--- config.mk ---
export PLATFORM = sky130hd
export DESIGN_NAME = zaman_alani_sayaci
export DESIGN_NICKNAME = d
export VERILOG_FILES = /design/src/rtl/zaman_alani_sayaci.sv
export SDC_FILE = /design/constraint.sdc
export NUM_CORES = 1
export LEC_CHECK = 0
export ABC_AREA = 0
export CAP_MARGIN = 40
export CORE_ASPECT_RATIO = 0.75
export CORE_MARGIN = 8
export CORE_UTILIZATION = 49
export CTS_CLUSTER_SIZE = 16
export DETAILED_ROUTE_END_ITERATION = 10
export GPL_TIMING_DRIVEN = 0
export HOLD_SLACK_MARGIN = 0.1
export PLACE_DENSITY = 0.77
export SLEW_MARGIN = 25
export SYNTH_ARGS = -nofsm -noshare
export SYNTH_HDL_FRONTEND = slang
export SYNTH_SLANG_ARGS = --single-unit
--- constraint.sdc ---
create_clock -name clk -period 2.2 [get_ports clk]
set_input_delay 0.55 -clock clk [delete_from_list [all_inputs] [get_ports clk]]
set_output_delay 0.55 -clock clk [all_outputs]
set_load 0.02 [all_outputs]
--- src/rtl/zaman_alani_sayaci.sv ---
// One field of a clock/calendar (hour, minute, second, day, month): wrap-around
// counter with load, runtime upper bound, chained carry/borrow and button auto-repeat.
module zaman_alani_sayaci #(
  parameter int WIDTH        = 6,
  parameter int MIN_VAL      = 0,
  parameter int RESET_VAL    = 18,
  parameter int REPEAT_DELAY = 50,
  parameter int REPEAT_RATE  = 10
) (
  input  logic             clk,
  input  logic             reset,
  input  logic             stop,
  input  logic             arttir_buton,
  input  logic             azalt_buton,
  input  logic             carry_in,
  input  logic             borrow_in,
  input  logic             load,
  input  logic [WIDTH-1:0] load_val,
  input  logic [WIDTH-1:0] max_val,
  output logic [WIDTH-1:0] value,
  output logic             carry_out,
  output logic             borrow_out
);

  localparam int CNT_MAX = (REPEAT_DELAY > REPEAT_RATE) ? REPEAT_DELAY : REPEAT_RATE;
  localparam int CNT_W   = $clog2(CNT_MAX + 1);

  localparam logic [WIDTH-1:0] MIN_V      = WIDTH'(MIN_VAL);
  localparam logic [WIDTH-1:0] RESET_V    = WIDTH'(RESET_VAL);
  localparam logic [CNT_W-1:0] DELAY_LAST = CNT_W'(REPEAT_DELAY - 1);
  localparam logic [CNT_W-1:0] RATE_LAST  = CNT_W'(REPEAT_RATE - 1);

  typedef enum logic [1:0] {LOCKED, IDLE, DELAY, REPEAT} btn_state_t;

  btn_state_t       btn_state;
  logic [CNT_W-1:0] rep_cnt;
  logic             dir_up;

  logic             both_pressed;
  logic             held;
  logic             btn_step;
  logic             step_dir_up;
  logic             step_up;
  logic             step_down;
  logic [WIDTH-1:0] load_clamped;

  assign both_pressed = arttir_buton && azalt_buton;
  assign held         = dir_up ? arttir_buton : azalt_buton;
  assign step_dir_up  = (btn_state == IDLE) ? arttir_buton : dir_up;

  // The step pulse is decoded from the current state so a press shows up after one edge.
  always_comb begin
    btn_step = 1'b0;
    case (btn_state)
      IDLE:    btn_step = arttir_buton ^ azalt_buton;
      DELAY:   btn_step = !both_pressed && held && (rep_cnt == DELAY_LAST);
      REPEAT:  btn_step = !both_pressed && held && (rep_cnt == RATE_LAST);
      default: btn_step = 1'b0;
    endcase
  end

  assign step_up   = stop ? (btn_step && step_dir_up)  : (carry_in && !borrow_in);
  assign step_down = stop ? (btn_step && !step_dir_up) : (borrow_in && !carry_in);

  assign load_clamped = (load_val <= MIN_V)  ? MIN_V   :
                        (load_val > max_val) ? max_val : load_val;

  // LOCKED waits for both buttons to be released, so a press held across reset or
  // across leaving edit mode never produces a step.
  always_ff @(posedge clk or posedge reset) begin
    if (reset) begin
      btn_state <= LOCKED;
      rep_cnt   <= '0;
      dir_up    <= 1'b0;
    end else if (!stop) begin
      btn_state <= LOCKED;
      rep_cnt   <= '0;
    end else begin
      case (btn_state)
        LOCKED: begin
          rep_cnt <= '0;
          if (!arttir_buton && !azalt_buton) btn_state <= IDLE;
        end
        IDLE: begin
          rep_cnt <= '0;
          if (both_pressed) begin
            btn_state <= LOCKED;
          end else if (arttir_buton || azalt_buton) begin
            btn_state <= DELAY;
            dir_up    <= arttir_buton;
          end
        end
        DELAY: begin
          if (both_pressed) begin
            btn_state <= LOCKED;
            rep_cnt   <= '0;
          end else if (!held) begin
            btn_state <= IDLE;
            rep_cnt   <= '0;
          end else if (rep_cnt == DELAY_LAST) begin
            btn_state <= REPEAT;
            rep_cnt   <= '0;
          end else begin
            rep_cnt <= rep_cnt + 1'b1;
          end
        end
        REPEAT: begin
          if (both_pressed) begin
            btn_state <= LOCKED;
            rep_cnt   <= '0;
          end else if (!held) begin
            btn_state <= IDLE;
            rep_cnt   <= '0;
          end else if (rep_cnt == RATE_LAST) begin
            rep_cnt <= '0;
          end else begin
            rep_cnt <= rep_cnt + 1'b1;
          end
        end
        default: begin
          btn_state <= LOCKED;
          rep_cnt   <= '0;
        end
      endcase
    end
  end

  // Load beats the bound clamp, which beats stepping; a shrinking bound swallows any step.
  always_ff @(posedge clk or posedge reset) begin
    if (reset) begin
      value      <= RESET_V;
      carry_out  <= 1'b0;
      borrow_out <= 1'b0;
    end else begin
      carry_out  <= 1'b0;
      borrow_out <= 1'b0;
      if (load) begin
        value <= load_clamped;
      end else if (value > max_val) begin
        value <= max_val;
      end else if (step_up) begin
        if (value >= max_val) begin
          value     <= MIN_V;
          carry_out <= 1'b1;
        end else begin
          value <= value + 1'b1;
        end
      end else if (step_down) begin
        if (value <= MIN_V) begin
          value      <= max_val;
          borrow_out <= 1'b1;
        end else begin
          value <= value - 1'b1;
        end
      end
    end
  end

endmodule

==> qor.yml, run 1 <==
sta:
  tightestPinTransition_ps: 677
  finClkSkew_ps: 4.93
  fin_crit_sh: 1.06
  setup_slack_ps: -143
  period_needed_ps: 2340
  setup_viol_count_final: 6
  fmax_mhz: 427
  final_hold_viol_count: 0
  relSlewSlack: 0.548
  final-max-slew-violation-count: 0
  rsz0062_at_grt: "yes"
  hold_ws_ps: 511
grt:
  grt_pass1_wl_um: 8790
  grt_max_degree: 18
  antenna_found_initial: 0
  grt_pass1_vias: 1759
  grt_overflow: 0
  grt_usage: 0.193
detailed_routing:
  dr_total_vias: 1956
  initialDrtViolationCount: 160
  vias_per_cell: 6.43
  wl_um: 6510
  drt_pass1_iterations: 5
  drc: 0
  ant_nets: 0
  wl_per_cell_um: 21.4
logic_synthesis:
  synth_cell_type_count: 57
  yosys.area.top_type: "dfrtp_1"
  ys_seq_area_frac: 0.245
  yosys.area.top_type_share: 0.215
  ys.flop_type: "dfrtp_1"
  yosys_register_bits: 17
  synth_nets: 245
  synthCells: 206
  synth_edf_count: 0
  synth.top_cells.by_area: "dfrtp_1 22%, ha_1 14%, nor2_1 4.5%, inv_1 3.7%, dfstp_2 3.0%"
  synthArstFlopShare: 1.00
  synth.avg_cell_area_um2: 8.47
  yosysWarningCount: 0
  synth_area_um2: 1750
power_and_ir_drop:
  seqPwrFrac: 0.176
  power_density_nw_per_um2: 1010
  ir_worst_vdd_v: 0.000872
  leakagePower_nw: 1.11
  internal_power_mw: 1.45
  swShare: 0.468
  clockPowerShare: 0.095
  share_comb_of_total_power: 0.729
  power_switching_mw: 1.28
layout:
  fin_nets: 304
  most-common-layout-cells: "29 x buf_4, 20 x nor2_1, 13 x dfrtp_1"
  final_common_cell: "buf_4"
  post-route-util: 0.806
  diodes: 0
  drive_above_1_share: 0.428
  synthToLayoutAreaGrowth_pct: 55.1
critical_path:
  cp-end-kind: "register"
  worstPathMaxFanout: 7
  crit_type: "in -> reg"
  arrival_ps: 2540
  worstPathRequired_ps: 2390
  startpoint_type: "input pin"
status:
  status: "complete, but fails checks"
  failed_checks: "negative setup slack"
die:
  die_area_um2: 5750
  rows: 18
  initial_core_util: 0.520
  die_x_um: 84.9
  ios: 28
  die_h_um: 67.7
  core_um2: 3360
place:
  dp_hpwl_um: 3570
  routabilityCongestion: 0.885
  port_buffers: 25
  post-place-ws_ps: -960
clocking:
  cts_root_buf: "clkbuf_8"
  tritoncts: "yes"
  cts_hold_buffers: 0
  cts-buffers-inserted: 3
  htreeDepth: 1
  clk_latency_ps: 270
  clk_pin_slew_worst_paths_ps: 80
  cts_buffer_depth: 2
  clkSinkCount: 17
job:
  maxCapViolations: 0
worst_hold_path:
  hold_class: "reg -> reg"
per-layer routing:
metal	vias to the layer above	part of all wire	GRT usage
met2	124	0.44	0.296
met3	15	0.092	0.0473
li1	880	-	-
met1	937	0.45	0.261
met5	-	0	0
met4	0	0.018	0.0618
stage by stage:
stage	power [mW]	setup TNS [ps]	area [um^2]	std cells
floorplan	1.41	-144	1860	206
global placement	1.76	-6430	2160	271
detailed placement	1.78	-6480	2160	271
CTS	2.31	-262	2490	289
global route	2.86	-898	2710	304
finish	2.72	-511	2710	304
area by class of cell:
class,instances,area [um^2]
clock inverter,1,5.00
timing repair buffer,54,435
sequential,17,430
clock buffer,3,41.3
fill,175,649
tap,40,50.0
multi-input combinational,165,1630
inverter,18,85.1
buffer,6,31.3
sequential cells by signal, indices dropped and copies added, names as in the netlist:
| register | cells |
|---|---|
| dir_up | 1 |
| borrow_out | 1 |
| carry_out | 1 |
| value | 6 |
| rep_cnt | 6 |
| btn_state | 2 |
power by group through the flow:
stage / Clock [mW] / Sequential (mW) / Combinational, mW
finish: 0.260 / 0.479 / 1.99
global route: 0.272 / 0.486 / 2.10
CTS: 0.254 / 0.492 / 1.57
detailed placement: 0 / 0.504 / 1.28
global placement: 0 / 0.502 / 1.26
floorplan: 0 / 0.549 / 0.862
logic make-up after synthesis:
group,share of synthesized area
multiplexers,0.0487
buffers and inverters,0.0530
XOR/XNOR,0.0552
adder cells (fa/ha/maj),0.136
AO/OA/AOI/OAI,0.229
AND/OR/NAND/NOR,0.232
flip-flops,0.245
final timing paths:
path / start / end / slack, ps / cells after the start
setup reg to reg: rep_cnt[1] / value[2] / -120 / 9
max in group asynchronous: reset / value[5] / 1040 / 2
min in group asynchronous: reset / carry_out / 690 / 2
hold reg to reg: rep_cnt[0] / rep_cnt[0] / 510 / 1
hold / removal: rep_cnt[0] / rep_cnt[0] / 510 / 1
setup / recovery: stop / value[2] / -140 / 8
worst max-delay path: stages:
cell and delay, ps:
buf_2 210, inv_2 130, a2111o_1 420, o41ai_4 410, buf_6 190, o311ai_4 90
a221o_1 370, a21oi_2 160
cells in the mapped netlist, drive strengths merged (2+ instances only):
cell	number
nor2	21
ha	19
inv	18
dfrtp	15
nand2	12
o21ai	12
a21oi	10
nand3	10
nor3	6
xor2	6
a22oi	5
xnor2	5
clkbuf	4
mux2	4
mux2i	4
nand2b	4
nor2b	4
nor4	4
a311oi	3
o211ai	3
a211oi	2
a221oi	2
a31o	2
a31oi	2
and3	2
buf	2
dfstp	2
nand3b	2
timing repair:
item,CTS,global route
endpoints found under the setup margin,8,8
buffers inserted,13,15
hold endpoints to repair,0,0
gates resized for setup,88,26
gates cloned,1,0
pin swaps,28,21
Power figures use the tool's default switching activity.
==> run 2: changes to the inputs <==
--- a/config.mk
+++ b/config.mk
@@ -6,7 +6,6 @@
 export NUM_CORES = 1
 export LEC_CHECK = 0
 export ABC_AREA = 0
-export CAP_MARGIN = 40
 export CORE_ASPECT_RATIO = 0.75
 export CORE_MARGIN = 8
 export CORE_UTILIZATION = 49
==> results of run 2 <==
Same layout as run 1: the final DEF is identical, and so are final timing and power.
==> run 3: changes to the inputs <==
--- a/config.mk
+++ b/config.mk
@@ -6,14 +6,16 @@
 export NUM_CORES = 1
 export LEC_CHECK = 0
 export ABC_AREA = 0
+export CAP_MARGIN = 0
 export CORE_ASPECT_RATIO = 0.75
 export CORE_MARGIN = 8
-export CORE_UTILIZATION = 49
+export CORE_UTILIZATION = 55
 export CTS_CLUSTER_SIZE = 16
 export DETAILED_ROUTE_END_ITERATION = 10
+export DONT_BUFFER_PORTS = 1
 export GPL_TIMING_DRIVEN = 0
 export HOLD_SLACK_MARGIN = 0.1
-export PLACE_DENSITY = 0.77
+export PLACE_DENSITY = 0.73
 export SLEW_MARGIN = 25
 export SYNTH_ARGS = -nofsm -noshare
 export SYNTH_HDL_FRONTEND = slang
==> run 3 against run 2 <==
Effect of this change:
- the run still ends with negative setup slack left
- cell count fell by 15%
- critical path depth unchanged
- global-route usage hardly changed
- largest power group unchanged
- final area down 21%
- combinational power is 33% lower
- sequential share of layout area rose by 4.4 points
- first-iteration DRC count increased by 1.9%
- highest routed layer unchanged
- clock power shrank 12%
- critical endpoint is now value[3]
- setup slack lost 23 ps
==> qor.yml, run 3 (synthesis results as in run 1) <==
critical_path:
  slowest_stage: "dfstp_2"  # was a2111o_1
  r2r_cells: 8  # was 9
  reg2reg_from: "value[4]"  # was rep_cnt[1]
  rrSetupSlack_ps: -170  # was -120 ps
  startpoint_type: "register"  # was input pin
  arrival_ps: 2490  # was 2540 ps
  cpPeakStageDelay_ps: 640  # was 420 ps
  worstPathMaxFanout: 4  # was 7
  r2r-end: "value[3]"  # was value[2]
  worstPathRequired_ps: 2330  # was 2390 ps
  crit_type: "reg -> reg"  # was in -> reg
  cp-end-kind: "register"  # unchanged
  path_cells: "ha_4, nand3_4, o211ai_1, buf_4, o21a_4, or4_4, o22ai_2, a21oi_2"  # was buf_2, inv_2, a2111o_1, o41ai_4, buf_6, o311ai_4, a221o_1, a21oi_2
job:
  maxCapViolations: 0  # unchanged
grt:
  grt_max_degree: 18  # unchanged
  grt_pass1_vias: 1659  # was 1,759
  antenna_found_initial: 0  # unchanged
  grt_pass1_wl_um: 8100  # was 8790 um
  grt_overflow: 0  # unchanged
  grt_usage: 0.193  # about the same
layout:
  synthToLayoutAreaGrowth_pct: 22.2  # was 55.1%
  drive_above_1_share: 0.265  # was 0.428
  diodes: 0  # unchanged
  final_common_cell: "nor2_1"  # was buf_4
  largestRegisters: "rep_cnt (6), value (6), btn_state (2)"  # unchanged
  post-route-util: 0.716  # was 0.806
  stdcell_area_um2: 2130  # was 2710 um^2
  most-common-layout-cells: "21 x nor2_1, 15 x ha_1, 12 x nand2_1, 12 x inv_1, 11 x dfrtp_1"  # was 29 x buf_4, 20 x nor2_1, 13 x dfrtp_1
  fin_nets: 259  # was 304
detailed_routing:
  wl_um: 5240  # was 6510 um
  drc: 0  # unchanged
  drt_pass1_iterations: 5  # unchanged
  initialDrtViolationCount: 163  # was 160
  dr_total_vias: 1701  # was 1,956
  wl_per_cell_um: 20.4  # was 21.4 um
  vias_per_cell: 6.62  # was 6.43
  ant_nets: 0  # unchanged
die:
  ios: 28  # unchanged
  core_um2: 2980  # was 3360 um^2
  die_area_um2: 5250  # was 5750 um^2
  rows: 17  # was 18
  die_x_um: 81.1  # was 84.9 um
  die_h_um: 64.8  # was 67.7 um
  initial_core_util: 0.586  # was 0.520
sta:
  setup_viol_count_final: 6  # unchanged
  period_needed_ps: 2370  # was 2340 ps
  fin_crit_sh: 1.08  # was 1.06
  relSlewSlack: 0.562  # was 0.548
  fmax_mhz: 423  # was 427 MHz
  final_hold_viol_count: 0  # unchanged
  tightestPinTransition_ps: 656  # was 677 ps
  tns_ps: -544  # was -511 ps
  setup_slack_ps: -166  # was -143 ps
  rsz0062_at_grt: "yes"  # unchanged
  finClkSkew_ps: 1.39  # was 4.93 ps
  final-max-slew-violation-count: 0  # unchanged
worst_hold_path:
  hold_class: "in -> async"  # was reg -> reg
place:
  routabilityCongestion: 0.953  # was 0.885
  port_buffers: 0  # was 25
  dp_hpwl_um: 3840  # was 3570 um
  placed_cell_area_um2: 1910  # was 2160 um^2
  post-place-ws_ps: -466  # was -960 ps
power_and_ir_drop:
  ir_worst_vdd_v: 0.000757  # was 0.000872 V
  leakagePower_nw: 0.873  # was 1.11 nW
  power_density_nw_per_um2: 1010  # about the same
clocking:
  tritoncts: "yes"  # unchanged
  cts_buffer_depth: 2  # unchanged
  cts-buffers-inserted: 3  # unchanged
  clk_pin_slew_worst_paths_ps: 60  # was 80 ps
  cts_hold_buffers: 0  # unchanged
  clkSinkCount: 17  # unchanged
  clk_latency_ps: 250  # was 270 ps
  htreeDepth: 1  # unchanged
  cts_root_buf: "clkbuf_8"  # unchanged
status:
  failed_checks: "negative setup slack"  # unchanged
  status: "complete, but fails checks"  # unchanged
==> run 3: through the flow <==
step	hold WS (ps)	instances	power (mW)
after global placement	499	244	1.61
final	275	257	2.16
after CTS	296	255	2.03
after floorplan	474	206	1.41
after global routing	342	257	2.28
after detailed placement	511	244	1.66
==> run 3: critical path, delay by kind of cell, from the launching register on <==
kind	cells	cell delay, ps
AOI/OAI and AO/OA	4	610
and+or+nand+nor	2	560
buffers and inverters	1	180
DFF	1	640
adders and majority gates	1	250
==> run 3: worst max path at each step <==
stage                     slack (ps)  cells after the start       start       end
final                           -170                      8    value[4]  value[3]
after global routing            -210                      8    value[4]  value[3]
after CTS                        -80                      7    value[5]  value[3]
after detailed placement        -470                      8  max_val[2]  value[2]
after global placement          -420                      8  max_val[2]  value[2]
after floorplan                  -80                      8  max_val[4]  value[3]
==> run 3: final cells by class <==
cell class	count	area (um^2)
Tap cell	38	47.5
Inverter	18	85.1
Timing Repair Buffer	9	67.6
Sequential cell	17	433
Multi-Input combinational cell	165	1420
Buffer	6	31.3
Fill cell	228	845
Clock buffer	4	45.0
==> run 3: what timing repair did <==
action                                  CTS  global route
pin swaps                                11             6
setup buffers                             7             2
endpoints found under the setup margin    7             7
gates resized for setup                  13            12
==> run 3: where the power goes <==
group / switching, mW / internal [mW] / leakage, nW / total, mW
logic: 0.743 / 0.594 / 0.634 / 1.34
clock network: 0.101 / 0.128 / 0.0228 / 0.229
registers: 0.199 / 0.399 / 0.216 / 0.598
total: 1.04 / 1.12 / 0.873 / 2.16
==> run 3: per-layer routing <==
metal / part of all wire / GRT usage
met4: 0.011 / 0.0333
met1: 0.44 / 0.259
met5: 0 / 0
met3: 0.092 / 0.0647
met2: 0.46 / 0.295
